## src/rtl/gpu_pkg.sv

```systemverilog
// Shared GPU datapath types and constants: pixel and SRAM word formats,
// plus the state encoding of the pixel-to-SRAM packer.
package gpu_pkg;

   localparam int PIX_W        = 24;
   localparam int PIX_PER_WORD = 64;
   localparam int SRAM_ADDR_W  = 19;
   localparam int SRAM_DATA_W  = PIX_W * PIX_PER_WORD;

   typedef logic [PIX_W-1:0]       pixel_t;
   typedef logic [SRAM_DATA_W-1:0] sram_word_t;

   typedef enum logic [1:0] {
      IDLE  = 2'd0,
      FILL  = 2'd1,
      WRITE = 2'd2,
      DONE  = 2'd3
   } packer_state_t;

endpackage

```

## src/rtl/flex_counter_wr.sv

```systemverilog
// Up-counter with synchronous clear, count enable and a rollover flag that is
// high while the count sits at rollover_val; the next enabled step wraps to 0.
module flex_counter_wr #(
   parameter int W = 4
) (
   input  logic         clk,
   input  logic         n_rst,
   input  logic         clear,
   input  logic         count_enable,
   input  logic [W-1:0] rollover_val,
   output logic [W-1:0] count_out,
   output logic         rollover_flag
);

   logic [W-1:0] r_count;

   always_ff @(posedge clk or negedge n_rst) begin
      if (!n_rst) begin
         r_count <= '0;
      end else if (clear) begin
         r_count <= '0;
      end else if (count_enable) begin
         r_count <= (r_count == rollover_val) ? '0 : r_count + W'(1);
      end
   end

   assign count_out     = r_count;
   assign rollover_flag = (r_count == rollover_val);

endmodule

```

## src/rtl/pixel_word_packer.sv

```systemverilog
// Packs a 24-bit RGB pixel stream into wide SRAM words and issues each word as
// a WR_CYCLES-long write strobe at consecutive addresses from BASE_ADDR.
module pixel_word_packer
   import gpu_pkg::*;
#(
   parameter int                 PIX_W        = gpu_pkg::PIX_W,
   parameter int                 PIX_PER_WORD = gpu_pkg::PIX_PER_WORD,
   parameter int                 ADDR_W       = gpu_pkg::SRAM_ADDR_W,
   parameter logic [ADDR_W-1:0]  BASE_ADDR    = '0,
   parameter int                 FRAME_WORDS  = 4800,
   parameter int                 WR_CYCLES    = 2
) (
   input  logic                      clk,
   input  logic                      n_rst,
   input  logic                      start,
   input  logic                      pix_valid,
   input  logic [PIX_W-1:0]          pix_data,
   output logic                      pix_ready,
   input  logic                      flush,
   output logic                      read_enable,
   output logic                      write_enable,
   output logic [ADDR_W-1:0]         address,
   output logic [PIX_W*PIX_PER_WORD-1:0] write_data,
   output logic                      busy,
   output logic                      frame_done
);

   localparam int SLOT_W = (PIX_PER_WORD > 1) ? $clog2(PIX_PER_WORD) : 1;
   localparam int STB_W  = $clog2(WR_CYCLES + 1);
   localparam int WORD_W = $clog2(FRAME_WORDS + 1);

   localparam logic [SLOT_W-1:0] SLOT_LAST = SLOT_W'(PIX_PER_WORD - 1);
   localparam logic [STB_W-1:0]  STB_LAST  = STB_W'(WR_CYCLES - 1);
   localparam logic [WORD_W-1:0] WORD_LAST = WORD_W'(FRAME_WORDS - 1);

   packer_state_t                 r_state;
   packer_state_t                 w_next_state;
   logic [ADDR_W-1:0]             r_address;
   logic [PIX_W*PIX_PER_WORD-1:0] r_pack;

   logic              w_accept;
   logic              w_frame_start;
   logic              w_strobe_last;
   logic [SLOT_W-1:0] w_slot;
   logic              w_slot_flag;
   logic [STB_W-1:0]  w_stb_cnt;
   logic              w_stb_flag;
   logic [WORD_W-1:0] w_word_cnt;
   logic              w_word_flag;

   assign w_accept      = pix_valid && (r_state == FILL);
   assign w_frame_start = start && (r_state == IDLE);
   assign w_strobe_last = (r_state == WRITE) && w_stb_flag;

   flex_counter_wr #(.W(SLOT_W)) u_slot_cnt (
      .clk           (clk),
      .n_rst         (n_rst),
      .clear         (w_frame_start || w_strobe_last),
      .count_enable  (w_accept),
      .rollover_val  (SLOT_LAST),
      .count_out     (w_slot),
      .rollover_flag (w_slot_flag)
   );

   flex_counter_wr #(.W(STB_W)) u_strobe_cnt (
      .clk           (clk),
      .n_rst         (n_rst),
      .clear         (w_frame_start),
      .count_enable  (r_state == WRITE),
      .rollover_val  (STB_LAST),
      .count_out     (w_stb_cnt),
      .rollover_flag (w_stb_flag)
   );

   flex_counter_wr #(.W(WORD_W)) u_word_cnt (
      .clk           (clk),
      .n_rst         (n_rst),
      .clear         (w_frame_start),
      .count_enable  (w_strobe_last),
      .rollover_val  (WORD_LAST),
      .count_out     (w_word_cnt),
      .rollover_flag (w_word_flag)
   );

   always_ff @(posedge clk or negedge n_rst) begin
      if (!n_rst) begin
         r_state <= IDLE;
      end else begin
         r_state <= w_next_state;
      end
   end

   // A pixel arriving together with flush is counted before the flush test,
   // so a flush from an empty word still writes when it carries a pixel.
   always_comb begin
      w_next_state = r_state;
      pix_ready    = 1'b0;
      write_enable = 1'b0;
      busy         = 1'b1;
      frame_done   = 1'b0;
      unique case (r_state)
         IDLE: begin
            busy = 1'b0;
            if (start) w_next_state = FILL;
         end
         FILL: begin
            pix_ready = 1'b1;
            if ((w_accept && w_slot_flag) ||
                (flush && (w_accept || (w_slot != '0))))
               w_next_state = WRITE;
         end
         WRITE: begin
            write_enable = 1'b1;
            if (w_stb_flag) w_next_state = w_word_flag ? DONE : FILL;
         end
         DONE: begin
            frame_done   = 1'b1;
            w_next_state = IDLE;
         end
         default: w_next_state = IDLE;
      endcase
   end

   always_ff @(posedge clk or negedge n_rst) begin
      if (!n_rst) begin
         r_address <= BASE_ADDR;
      end else if (w_frame_start || (r_state == DONE)) begin
         r_address <= BASE_ADDR;
      end else if (w_strobe_last && !w_word_flag) begin
         r_address <= r_address + ADDR_W'(1);
      end
   end

   always_ff @(posedge clk or negedge n_rst) begin
      if (!n_rst) begin
         r_pack <= '0;
      end else if (w_strobe_last) begin
         r_pack <= '0;
      end else if (w_accept) begin
         r_pack[int'(w_slot)*PIX_W +: PIX_W] <= pix_data;
      end
   end

   assign read_enable = 1'b0;
   assign address     = r_address;
   assign write_data  = r_pack;

endmodule

```

## config.mk

```make
export PLATFORM = sky130hd
export DESIGN_NAME = pixel_word_packer
export DESIGN_NICKNAME = d
export VERILOG_FILES = /design/src/rtl/gpu_pkg.sv /design/src/rtl/flex_counter_wr.sv /design/src/rtl/pixel_word_packer.sv
export SDC_FILE = /design/constraint.sdc
export NUM_CORES = 2
export LEC_CHECK = 0
export BUFFER_PORTS_ARGS = -buffer_cell sky130_fd_sc_hd__buf_4
export CORE_AREA = 2 2 624 626
export DETAILED_ROUTE_END_ITERATION = 6
export DIE_AREA = 0 0 626 628
export GPL_ROUTABILITY_DRIVEN = 0
export PLACE_DENSITY_LB_ADDON = 0.15
export SYNTH_ARGS = -nofsm -noshare
export SYNTH_HDL_FRONTEND = slang
export SYNTH_SLANG_ARGS = --single-unit
```

## constraint.sdc

```tcl
create_clock -name clk -period 4.6 [get_ports clk]
set_clock_uncertainty 0.05 [all_clocks]
set_input_delay 0.46 -clock clk [delete_from_list [all_inputs] [get_ports clk]]
set_output_delay 0.46 -clock clk [all_outputs]
set_load 0.01 [all_outputs]
```

==> metrics <==
status=complete, no violations; CTS tree=done; total wire length=482000 microns; die height=628 microns; Core ar.=0.387 sq mm; Synth Cell Area=0.0660 sq mm; via-per-instance ratio=4.62; reg2reg start=u_slot_cnt.count_out[1]; Worst-path clk slew=0.06 ns; Seq/Total Area, Yosys=0.598; most frequent cells in the layout=2165 x buf_4, 1577 x dfrtp_1, 977 x nand2_1, 364 x nor2_1, 331 x nand3_1; min Tclk post-route=4.54 ns; CP Capture Type=flip-flop; EDFF count, synth=0; Worst Path Required=5.43 ns; Mapped Cells=6014; Power Density=609 mW/mm^2; final cell count without fillers=13400; Max Root-Sink Buffers=4; Slew HR=0.0909; Post-layout nets=8097; worst min path class=in2reg; Fin. Hold Viols=0; share of post-route cells with drive strength above 1=0.353; Layout area overhead=45.9%; first-pass GRT wire length=627000 microns; Initial Util=0.171; final setup vio count=0; DR WL/cell=35.9 microns; R2R depth=11; Fmax=220 MHz; I/O pins=1589; Site Rows=229; Clock H-tree levels=4; Filler Cells Inserted=41500; Mean Syn Cell Area=11.0 sq um; Initial DRC Count=5244; Post-Place Cells=13000; async set-reset flop share out of synthesis=1.00; Worst-Skew Late Latency=0.93 ns; Port Buffer Count=1587; aggregate global-route resource usage=0.237; syn_nets=6057; Reg2Reg Setup Slack=0.06 ns; detailed placer's ending HPWL=379000 microns; maximum number of pins on one net before global-route repair=176; DR pass1 iterations=6; RSZ-0062 raised after global routing=yes; Critical Path Source=u_slot_cnt.count_out[1]; capture point of the worst reg-to-reg path=write_data[208]; Final period util=0.987; DRC viols=0; Final Max Tran Viols=0; critical path arrival=5.36 ns; Die Area=0.393 sq mm; TritonCTS buffer count=201; Crit Path Category=reg2reg; Clock Sinks=1578; antenna violations before repair=63; post-route ant nets=0; Total Neg Setup Slack=0 ns; max_cap viols=0; slew of the pin with the lowest slew margin=1.36 ns; hold path start=pix_data[19]; Worst Hold Endpoint=write_data[19]; Die X=626 microns; leakage power=0.0451 uW; vias=62100; CP Launch Type=flip-flop; clock root buffer=clkbuf_16; number of distinct library cells after synthesis=89; WHS Path Cells=3; commonest non-fill, non-tap cell in the layout=buf_4; VDD IR-drop max=0.000487 V; Ys Warns=0; gr ovfl total=0; Top FF cell, synth=dfrtp_1; vias in the first global route=61700; Synth Register Bits=1578; Worst Path Max Fanout=35
synthesized netlist by cell type (7+ instances only):
cell type	instances	share of area
a22oi_1	46	0.0052
o31ai_1	215	0.024
xnor2_1	17	0.0023
mux2i_1	291	0.044
nor3_2	7	0.0011
inv_1	21	0.0012
nor3_1	67	0.0051
a211oi_1	16	0.0018
buf_2	38	0.0029
and3_1	25	0.0024
nand3_1	338	0.026
a32o_1	83	0.013
dfrtp_1	1578	0.60
xor2_1	17	0.0023
buf_1	41	0.0023
a21oi_1	136	0.010
o211ai_1	24	0.0027
o22ai_1	27	0.0026
nand2_1	990	0.056
nor2b_1	13	0.0012
o21a_1	7	0.00080
nand4_1	16	0.0015
o2bb2ai_1	159	0.021
and2_1	28	0.0027
a31oi_1	42	0.0040
ha_1	13	0.0025
o41ai_1	68	0.0090
a21o_1	19	0.0022
nor2_1	395	0.022
a32oi_1	14	0.0019
a41oi_1	9	0.0012
o21ai_0	321	0.024
clkbuf_1	315	0.018
o32ai_1	15	0.0020
a22o_1	327	0.043
or3_1	26	0.0025
mux2_2	41	0.0070
a31o_2	102	0.014
timing repair:
action / CTS / global route
buffers inserted: 9 / 13
pin swaps: 3 / 3
resized for setup: 22 / 41
endpoints found under the hold margin: 109 / 0
setup endpoints to repair: 270 / 765
hold buffers: 16 / 0
how the worst max path moves through the flow:
stage,to,cells past startpoint
floorplan,write_data[13],17
CTS,write_data[729],13
global placement,write_data[1107],13
finish,write_data[208],11
detailed placement,write_data[1107],13
global route,write_data[325],19
critical path, cell delays in order (launching register included):
cell and delay (ns):
dfrtp_1 0.41, inv_1 0.16, ha_2 0.32, buf_4 0.27
buf_4 0.34, nor2b_2 0.38, buf_4 0.34, a21oi_1 0.25
o21ai_1 0.93, nand2_1 0.56, nor3_1 0.32, a31o_2 0.13
metrics by stage:
step | power [uW] | utilization | hold slack [ns] | cell area (sq um) | setup slack (ns)
floorplan | 24700 | - | 0.114 | 66000 | 0.339
global placement | 41700 | 0.229 | 0.410 | 88700 | -0.615
detailed placement | 41700 | 0.229 | 0.413 | 88700 | -0.559
CTS | 59100 | 0.248 | 0.00828 | 96000 | 0.00362
global route | 60700 | 0.249 | 0.00805 | 96300 | -0.00592
finish | 58600 | 0.249 | 0.0803 | 96300 | 0.0608
registers in the layout (all words and copies together), names as in the netlist:
name                    flops
write_data               1536
r_state                     2
u_word_cnt.count_out       13
address                    19
u_strobe_cnt.count_out      2
u_slot_cnt.count_out        6
per-layer routing:
layer / part of all wire / GRT usage
met1: 0.40 / 0.289
met2: 0.47 / 0.392
met3: 0.071 / 0.0607
met4: 0.052 / 0.101
met5: 0.00015 / 0
where the power goes:
| group | leakage, uW | total, uW | switching, uW | internal (uW) |
|---|---|---|---|---|
| Clock | 0.00343 | 16900 | 7060 | 9850 |
| Sequential | 0.0220 | 15700 | 741 | 14900 |
| Combinational | 0.0197 | 26100 | 19700 | 6350 |
kinds of logic after synthesis:
logic type	synth area share
AOI/OAI and AO/OA	0.192
muxes	0.0513
DFF	0.598
adders and majority gates	0.00277
buffers and inverters	0.0251
other	0.0000568
and+or+nand+nor	0.125
xor gates and xnor gates	0.00510
cell type report:
class	instances	area, sq um	area share
flip-flops and latches	1578	39500	0.410
multi-input cells	4013	25800	0.267
repair buffers	2237	17500	0.182
well taps	5197	6500	0.0675
clock buffers	283	5880	0.0611
clock inverters	90	1070	0.0111
inverters	23	86.3	0.000896
diodes	15	37.5	0.000390
Note: power is estimated with default switching activity, not from simulation.
